**src/rtl/multicycle_cu_pkg.sv**
```systemverilog
// Shared encodings for the multicycle MIPS control unit: FSM states, ALUOp,
// opcodes, funct fields and ALU control codes.
package multicycle_cu_pkg;

  typedef enum logic [3:0] {
    S_FETCH,
    S_DECODE,
    S_MEMADR,
    S_MEMREAD,
    S_MEMWB,
    S_MEMWRITE,
    S_EXECUTE,
    S_ALUWB,
    S_BRANCH,
    S_ADDIEX,
    S_ADDIWB,
    S_JUMP
  } state_e;

  typedef enum logic [1:0] {
    ALUOP_ADD   = 2'b00,
    ALUOP_SUB   = 2'b01,
    ALUOP_FUNCT = 2'b10
  } aluop_e;

  localparam logic [5:0] OP_RTYPE = 6'b000000;
  localparam logic [5:0] OP_LW    = 6'b100011;
  localparam logic [5:0] OP_SW    = 6'b101011;
  localparam logic [5:0] OP_BEQ   = 6'b000100;
  localparam logic [5:0] OP_BNE   = 6'b000101;
  localparam logic [5:0] OP_ADDI  = 6'b001000;
  localparam logic [5:0] OP_J     = 6'b000010;

  localparam logic [5:0] FN_ADD = 6'b100000;
  localparam logic [5:0] FN_SUB = 6'b100010;
  localparam logic [5:0] FN_AND = 6'b100100;
  localparam logic [5:0] FN_OR  = 6'b100101;
  localparam logic [5:0] FN_SLT = 6'b101010;

  localparam logic [2:0] ALU_AND = 3'b000;
  localparam logic [2:0] ALU_OR  = 3'b001;
  localparam logic [2:0] ALU_ADD = 3'b010;
  localparam logic [2:0] ALU_SUB = 3'b110;
  localparam logic [2:0] ALU_SLT = 3'b111;

endpackage

```
**src/rtl/multicycle_cu_alu_decoder.sv**
```systemverilog
// ALU decoder: maps the FSM's 2-bit ALUOp plus the R-type funct field onto
// the 3-bit ALU control code. Unknown funct values fall back to add.
module multicycle_cu_alu_decoder
  import multicycle_cu_pkg::*;
(
  input  aluop_e     alu_op,
  input  logic [5:0] funct,
  output logic [2:0] alu_ctrl
);

  always_comb begin
    alu_ctrl = ALU_ADD;
    case (alu_op)
      ALUOP_SUB: alu_ctrl = ALU_SUB;
      ALUOP_FUNCT: begin
        case (funct)
          FN_ADD:  alu_ctrl = ALU_ADD;
          FN_SUB:  alu_ctrl = ALU_SUB;
          FN_AND:  alu_ctrl = ALU_AND;
          FN_OR:   alu_ctrl = ALU_OR;
          FN_SLT:  alu_ctrl = ALU_SLT;
          default: alu_ctrl = ALU_ADD;
        endcase
      end
      default: alu_ctrl = ALU_ADD;
    endcase
  end

endmodule

```
**src/rtl/multicycle_cu.sv**
```systemverilog
// Multicycle MIPS control unit: Moore FSM with memory-ready handshake,
// watchdog abort and illegal-opcode pulse. Define CU_BNE_EN to add BNE.
module multicycle_cu
  import multicycle_cu_pkg::*;
#(
  parameter int ALUCTRL_W = 3,
  parameter int TIMEOUT   = 255
) (
  input  logic                 clk,
  input  logic                 rst,
  input  logic [5:0]           Opcode,
  input  logic [5:0]           Funct,
  input  logic                 Zero,
  input  logic                 MemReady,
  output logic                 MemReq,
  output logic                 MemWrite,
  output logic                 IorD,
  output logic                 IRWrite,
  output logic                 RegDst,
  output logic                 MemtoReg,
  output logic                 RegWrite,
  output logic                 ALUSrcA,
  output logic [1:0]           ALUSrcB,
  output logic [ALUCTRL_W-1:0] ALUControl,
  output logic [1:0]           PCSrc,
  output logic                 PCEn,
  output logic                 IllegalOp,
  output logic                 MemErr
);

  localparam int CNT_W = (TIMEOUT < 2) ? 1 : $clog2(TIMEOUT + 1);

  state_e           state_q, state_d;
  logic [CNT_W-1:0] wd_cnt_q, wd_cnt_d;
  logic             mem_state;
  logic             timeout_hit;

  logic       mem_req, mem_write, iord, ir_write, reg_dst, mem_to_reg;
  logic       reg_write, alu_src_a, pc_en, illegal_op;
  logic [1:0] alu_src_b, pc_src;
  aluop_e     alu_op;
  logic [2:0] alu_ctrl;

`ifdef CU_BNE_EN
  logic bne_q, bne_d;
`endif

  always_ff @(posedge clk or posedge rst) begin
    if (rst) begin
      state_q  <= S_FETCH;
      wd_cnt_q <= '0;
    end else begin
      state_q  <= state_d;
      wd_cnt_q <= wd_cnt_d;
    end
  end

`ifdef CU_BNE_EN
  always_ff @(posedge clk or posedge rst) begin
    if (rst) bne_q <= 1'b0;
    else     bne_q <= bne_d;
  end

  always_comb begin
    bne_d = bne_q;
    if (state_q == S_DECODE) bne_d = (Opcode == OP_BNE);
  end
`endif

  // A ready in the same cycle as the last allowed wait wins over the abort.
  assign mem_state   = (state_q == S_FETCH) || (state_q == S_MEMREAD) ||
                       (state_q == S_MEMWRITE);
  assign timeout_hit = (TIMEOUT != 0) && mem_state && !MemReady &&
                       (wd_cnt_q == CNT_W'(TIMEOUT - 1));

  always_comb begin
    state_d    = state_q;
    mem_req    = 1'b0;
    mem_write  = 1'b0;
    iord       = 1'b0;
    ir_write   = 1'b0;
    reg_dst    = 1'b0;
    mem_to_reg = 1'b0;
    reg_write  = 1'b0;
    alu_src_a  = 1'b0;
    alu_src_b  = 2'b00;
    alu_op     = ALUOP_ADD;
    pc_src     = 2'b00;
    pc_en      = 1'b0;
    illegal_op = 1'b0;
    case (state_q)
      S_FETCH: begin
        mem_req   = 1'b1;
        alu_src_b = 2'b01;
        if (MemReady) begin
          ir_write = 1'b1;
          pc_en    = 1'b1;
          state_d  = S_DECODE;
        end
      end
      S_DECODE: begin
        alu_src_b = 2'b11;
        case (Opcode)
          OP_LW, OP_SW: state_d = S_MEMADR;
          OP_RTYPE:     state_d = S_EXECUTE;
          OP_BEQ:       state_d = S_BRANCH;
`ifdef CU_BNE_EN
          OP_BNE:       state_d = S_BRANCH;
`endif
          OP_ADDI:      state_d = S_ADDIEX;
          OP_J:         state_d = S_JUMP;
          default: begin
            illegal_op = 1'b1;
            state_d    = S_FETCH;
          end
        endcase
      end
      S_MEMADR: begin
        alu_src_a = 1'b1;
        alu_src_b = 2'b10;
        state_d   = (Opcode == OP_SW) ? S_MEMWRITE : S_MEMREAD;
      end
      S_MEMREAD: begin
        mem_req = 1'b1;
        iord    = 1'b1;
        if (MemReady)         state_d = S_MEMWB;
        else if (timeout_hit) state_d = S_FETCH;
      end
      S_MEMWRITE: begin
        mem_req   = 1'b1;
        mem_write = 1'b1;
        iord      = 1'b1;
        if (MemReady || timeout_hit) state_d = S_FETCH;
      end
      S_MEMWB: begin
        reg_write  = 1'b1;
        mem_to_reg = 1'b1;
        state_d    = S_FETCH;
      end
      S_EXECUTE: begin
        alu_src_a = 1'b1;
        alu_op    = ALUOP_FUNCT;
        state_d   = S_ALUWB;
      end
      S_ALUWB: begin
        reg_write = 1'b1;
        reg_dst   = 1'b1;
        state_d   = S_FETCH;
      end
      S_BRANCH: begin
        alu_src_a = 1'b1;
        alu_op    = ALUOP_SUB;
        pc_src    = 2'b01;
`ifdef CU_BNE_EN
        pc_en     = Zero ^ bne_q;
`else
        pc_en     = Zero;
`endif
        state_d   = S_FETCH;
      end
      S_ADDIEX: begin
        alu_src_a = 1'b1;
        alu_src_b = 2'b10;
        state_d   = S_ADDIWB;
      end
      S_ADDIWB: begin
        reg_write = 1'b1;
        state_d   = S_FETCH;
      end
      S_JUMP: begin
        pc_src  = 2'b10;
        pc_en   = 1'b1;
        state_d = S_FETCH;
      end
      default: state_d = S_FETCH;
    endcase
  end

  // An abort from FETCH stays in FETCH, so the counter is cleared explicitly.
  always_comb begin
    wd_cnt_d = wd_cnt_q;
    if ((state_d != state_q) || timeout_hit) wd_cnt_d = '0;
    else if (mem_req && !MemReady)           wd_cnt_d = wd_cnt_q + CNT_W'(1);
  end

  multicycle_cu_alu_decoder u_alu_dec (
    .alu_op   (alu_op),
    .funct    (Funct),
    .alu_ctrl (alu_ctrl)
  );

  always_comb begin
    MemReq     = mem_req    & ~rst;
    MemWrite   = mem_write  & ~rst;
    IorD       = iord       & ~rst;
    IRWrite    = ir_write   & ~rst;
    RegDst     = reg_dst    & ~rst;
    MemtoReg   = mem_to_reg & ~rst;
    RegWrite   = reg_write  & ~rst;
    ALUSrcA    = alu_src_a  & ~rst;
    ALUSrcB    = rst ? 2'b00 : alu_src_b;
    ALUControl = rst ? '0 : ALUCTRL_W'(alu_ctrl);
    PCSrc      = rst ? 2'b00 : pc_src;
    PCEn       = pc_en      & ~rst;
    IllegalOp  = illegal_op & ~rst;
    MemErr     = timeout_hit & ~rst;
  end

endmodule

```
**config.mk**
```make
export PLATFORM = sky130hd
export DESIGN_NAME = multicycle_cu
export DESIGN_NICKNAME = d
export VERILOG_FILES = /design/src/rtl/multicycle_cu_pkg.sv /design/src/rtl/multicycle_cu_alu_decoder.sv /design/src/rtl/multicycle_cu.sv
export SDC_FILE = /design/constraint.sdc
export NUM_CORES = 1
export LEC_CHECK = 0
export CORE_ASPECT_RATIO = 0.5
export CORE_MARGIN = 3
export CORE_UTILIZATION = 49
export DETAILED_ROUTE_END_ITERATION = 10
export GPL_TIMING_DRIVEN = 0
export PLACE_DENSITY = 0.84
export SLEW_MARGIN = 20
export SYNTH_ARGS = -nofsm -noshare
export SYNTH_HDL_FRONTEND = slang
export SYNTH_SLANG_ARGS = --single-unit
```
**constraint.sdc**
```tcl
create_clock -name clk -period 2.6 [get_ports clk]
set_input_delay 0.52 -clock clk [delete_from_list [all_inputs] [get_ports clk]]
set_output_delay 0.52 -clock clk [all_outputs]
set_load 0.02 [all_outputs]
```
# Yosys cells after proc, flatten, opt, wreduce, memory -nomap -nowiden
# Index checks and enable logic that the tools add are counted.
[classes] add_sub_neg=1 n_eq_ne=24 muxes=29 bitwise=12 n_reduce_logical=18
[op_table] operator="$eq 6x6->1 const B" count=6
[op_table] operator="$pmux 4 s7" count=1
[op_table] operator="$pmux 4 s5" count=1
[op_table] operator="$eq 4x3->1 const B" count=4
[op_table] operator="$eq 4x4->1 const B" count=4
[op_table] operator="$mux 4" count=4
[op_table] operator="$mux 8" count=2
[op_table] operator="$pmux 3 s4" count=1
[op_table] operator="$and 1x1->1" count=11
[op_table] operator="$mux 1" count=11
[op_table] operator="$add 8x1->8 const B" count=1
[op_table] operator="$eq 4x2->1 const B" count=2
[op_table] operator="$eq 8x8->1 const B" count=1
[op_table] operator="$pmux 2 s2" count=2
[op_table] operator="$eq 6x2->1 const B" count=1
[op_table] operator="$eq 6x3->1 const B" count=1
[op_table] operator="$eq 6x4->1 const B" count=1
[op_table] operator="$logic_not 6->1" count=1
[op_table] operator="$mux 3" count=2
[op_table] operator="$pmux 2 s3" count=1
[op_table] operator="$pmux 3 s2" count=1
[op_table] operator="$reduce_or 2->1" count=3
[op_table] operator="$reduce_or 3->1" count=2
[op_table] operator="$reduce_or 6->1" count=1
[op_table] operator="13 further kinds" count=19
[totals] regBits=12 input_bits=16 output_inout_bits=18

# Longest topological paths before layout
[logic_depth] depth_word=11 depth_mapped=7 ltp_nobuf=7

# Modules after synthesis
# From an unflattened synthesis, not the netlist that was laid out.
[hier_totals] hier_cells=153 hier_area_um2=1204.9
[modules_own_cells] mod="multicycle_cu" n_inst=1 cells_per_inst=138 area_per_inst_um2=1086.0
[modules_own_cells] mod="multicycle_cu_alu_decoder" n_inst=1 cells_per_inst=15 area_per_inst_um2=118.9

# Worst setup path after synthesis
# OpenSTA, ideal clock, no wires.
[synth_timing] path_kind="input to output" start="in Opcode[2]" end="out IllegalOp" arrival_time_ps=2023 slack_ps=57 cell_stages=4 path_buffers=1 cell_sequence="buf_2 xnor2_1 nor2_1 a2111oi_0"
[synth_via] elab_chain_cells=5
[synth_lines] item="start: declaration" line_no="multicycle_cu.sv:11" rtl="input logic [5:0] Opcode,"
[synth_lines] item="$eq 6x6->1, or another cell as far along" line_no="multicycle_cu.sv:103" rtl="case (Opcode)"
[synth_lines] item="$reduce_or 6->1 (no source line) *"
[synth_lines] item="$mux 1 *" line_no="multicycle_cu.sv:103"
[synth_lines] item="$mux 1 *" line_no="multicycle_cu.sv:91" rtl="case (state_q)"
[synth_lines] item="$and 1x1->1 *" line_no="multicycle_cu.sv:205" rtl="IllegalOp = illegal_op & ~rst;"
[synth_lines] item="end: declaration" line_no="multicycle_cu.sv:27" rtl="output logic IllegalOp,"
# Mark *: on every way between the ends. The rest lies on a longest branch, timed or not.

# Worst setup path after layout
[layout_timing] start="in MemReady" end="out PCEn"
[layout_via] elab_chain_cells=3
[layout_lines] item="start: declaration" line_no="multicycle_cu.sv:14" rtl="input logic MemReady,"
[layout_lines] item="$mux 1" line_no="multicycle_cu.sv:95" rtl="if (MemReady) begin"
[layout_lines] item="$pmux 1 s3" line_no="multicycle_cu.sv:91"
[layout_lines] item="$and 1x1->1" line_no="multicycle_cu.sv:204" rtl="PCEn = pc_en & ~rst;"
[layout_lines] item="end: declaration" line_no="multicycle_cu.sv:26" rtl="output logic PCEn,"
# No other way between the ends.

==> run summary <==
Counting flops with an async set or reset pin after synthesis yields a share of 100.0%. The total CTS buffers is 3, and the flip-flop and latch count after synthesis is 12. The run finished with clean final reports.

The worst setup path is captured at a primary output. The sink count of the clock tree came out at 12. The number of antenna diodes in the final layout is 0.

The number of buffer cells added on primary ports came out at 30. The signed area change from the synthesized netlist to the final layout is 34.00%, and the largest net degree at the start of global routing is 14. The worst setup path is launched from an input port. The net count of the finished layout is 218.

Sequential cells were found to cover 21.94% of the synthesized design area. The startpoint-to-endpoint class of the critical path was in2out. Total die area: 3502 um2.

Data on the critical path arrives at its endpoint at 1980 ps. The post-route netlist has 27.04% of its cells at a drive strength greater than 1. The total number of H-tree levels was 1; the horizontal extent of the die was 80.75 um.

The mapped netlist covers 1369 um2. Initial antenna violation count: 0. The logs give 1205 for the via count of the first global-routing pass and 231 for the non-filler instance count after layout. For the maximum clock insertion buffer count, the log shows 2.

The total area inside the core boundary comes to 2432 um2. Summed over all cells, the static leakage comes to 0.7672 nW. The clock arrives with 1.875 ps of skew. The logs give 19.01% for the total global-route track usage and 698.5 uW for the switching power. The layout has 200 filler cells. The die is 43.38 um tall. The maximum achievable frequency came out at 0.3994 GHz. dfrtp_1 takes more of the synthesized area than any other cell. The first-pass iteration count of the detailed router was 4.

The first-pass GRT wire length came out at 5250 um. The post-route fraction of the period consumed by the critical path is 96.30%. Power spread over the standard cell area amounts to 782.0 nW/um2. The final RePlAce weighted congestion was 0.9066. The number of maximum-capacitance violations was 0; the summed area of non-filler cells in the final layout was 1834 um2. The measured slew at the worst slew-check pin came out at 609.4 ps. For this run, the slowest stage of the critical path takes 490 ps.

The leading cell type by number of instances after synthesis is nor2_1. The final number of setup-violating endpoints was 0. In this run the tightest slew margin relative to its limit is 59.25%. Dominant synthesized flop cell: dfrtp_1.

The HPWL after detailed placement is 2500 um. The largest individual stage delay along the critical path comes from the cell clkdlybuf4s50_1. For this block, the initial DRC count from the detailed router was 38. The count of pins over their slew limit is 0, and the starting utilization of the core area is 56.28%.

Counting distinct cell types in the post-synthesis netlist gives 52. In the routed design, unresolved DRC markers number 0. Traced cell by cell, the critical path runs through clkdlybuf4s50_1, nand2b_1, and3b_1, a211o_1, dlygate4sd2_1.

Once detail routing completed, the nets flagged for antenna violations numbered 0. The top-area cell type share of the netlist area is 21.94%, and the design internal power is 735.8 uW. The mean area per synthesized cell was 8.719 um2. The run gives 0 as the count of endpoints failing hold in the final timing report. In this run the cell area measured after placement is 1713 um2. In this run the count of I/O pins placed on the die edge is 34.

Per report_power, the sequential group accounts for 16.2% of the total. Ranked by total cell area, the synthesized netlist is headed by dfrtp_1 (22%), nor3_2 (4.4%), xnor2_1 (3.8%). Synthesis produced a netlist whose cell count is 157. At the worst endpoint, the required time is 2080 ps. The initialized floorplan defines 12 standard-cell rows. The number of enable-type register cells in the synthesized netlist came out at 0.

The aggregate global routing overflow came out at 0. Measured on the finished design, the core utilization comes to 75.41%. The clock period could shrink to 2504 ps. Synthesis produced a netlist with a net count of 177.

The part of the total power dissipated in combinational logic was 72.4%; the register clock-pin slew on the reported worst setup and hold paths was 50 ps. The root buffer selected by CTS is clkbuf_8. The largest voltage drop on the vdd net came out at 0.0003159 V. The fraction of power spent switching nets is 48.70%.

The count of warnings emitted by yosys is 0. In the final routed layout, each cell accounts on average for 14.52 um. Sorting the synthesized cells by how often they occur yields nor2_1 (13), dfrtp_1 (12), nand2_1 (12). Of the total power, the clock network draws 11.4%. The type of the tightest min-delay check is in2async. Using the TritonRoute via totals, the vias-per-cell ratio works out to 5.697. At the later pin of the worst-skew pair, clock insertion delay measures 240 ps. Summed over all layers, the routed wires come to 3355 um. The highest net fanout along the worst path is 4. TritonCTS built the clock tree.

Power comes to 1.434 mW. The placed cell count came out at 222. The total via count after detailed routing was 1316.
routing by layer:
metal  global-route usage (%)  up-vias  part of all wire [%]
met4                    2.694        0                  0.98
met2                    32.57       44                    47
met3                    4.772        6                   5.6
li1                         -      656                     -
met1                    25.06      610                    46
met5                        0        -                     0
power groups by stage:
stage          registers (mW)  clock network (mW)  logic, mW
6_report                0.233               0.163       1.04
2_1_floorplan           0.231                   0      0.751
5_1_grt                 0.235               0.178       1.13
3_3_place_gp            0.233                   0      0.982
4_1_cts                 0.231               0.170      0.997
3_5_place_dp            0.234                   0      0.992
worst max-delay path, delay by kind of cell:
kind / cells / cell delay [ps]
buf+inv: 2 / 800
simple gates: 2 / 410
compound gates: 1 / 250
sequential cells by signal (all words and copies together) (netlist names):
register,cells
state_q,4
wd_cnt_q,8
cells by family after synthesis:
group / after synthesis / synth area share [%]
adders and majority gates: 4 / 3.656
muxes: 1 / 0.7313
AOI/OAI and AO/OA: 35 / 23.86
DFF: 12 / 21.94
xor gates and xnor gates: 12 / 9.049
and+or+nand+nor: 73 / 33.18
buffers and inverters: 20 / 7.586
cell type report:
cell class	count	area, um2	area share [%]
inverter	9	37.54	2.046
multi-input combinational	125	1010	55.05
tap	35	43.79	2.387
timing repair buffer	36	319.1	17.39
sequential	12	300.3	16.37
clock buffer	3	41.29	2.251
buffer	11	82.58	4.502
final timing paths:
| path | start | end | slack (ps) | cells after the start |
|---|---|---|---|---|
| min in group clk | wd_cnt_q[7] | wd_cnt_q[7] | 580 | 2 |
| worst min-delay path | rst | state_q[2] | 460 | 3 |
| worst min register to register | wd_cnt_q[7] | wd_cnt_q[7] | 580 | 2 |
| max in group asynchronous | rst | wd_cnt_q[2] | 2000 | 3 |
| worst max register to register | wd_cnt_q[0] | wd_cnt_q[0] | 580 | 7 |
| worst max-delay path | MemReady | PCEn | 100 | 5 |
cell usage in the layout, fill, tap and decap left out, drive strengths merged, types with 5 or more instances in the layout:
cell type,count
clkdlybuf4s50,16
buf,15
nor3,14
nor2,13
nand2,12
dfrtp,12
clkbuf,9
inv,8
dlygate4sd2,8
nand3,8
o21ai,7
xnor2,6
xor2,6
a21oi,6
nand2b,6
o211ai,5
nor4,5
through the flow:
| step | hold slack (ps) | worst slack [ps] | setup TNS, ps |
|---|---|---|---|
| after floorplan | 389.8 | 56.75 | 0 |
| final | 458.1 | 96.29 | 0 |
| after global placement | 555.7 | -446.1 | -1777 |
| after CTS | 571.2 | 6.793 | 0 |
| after detailed placement | 561.4 | -444.7 | -1938 |
| after global routing | 484.8 | -18.21 | -26.09 |
timing repair:
item | CTS | global route
gates resized for setup | 25 | 22
pin swaps | 1 | 0
hold buffers | 0 | 0
endpoints found under the hold margin | 0 | 0
setup buffers | 1 | 5
endpoints found under the setup margin | 15 | 9
No activity file was read; power rests on OpenSTA's default activity.
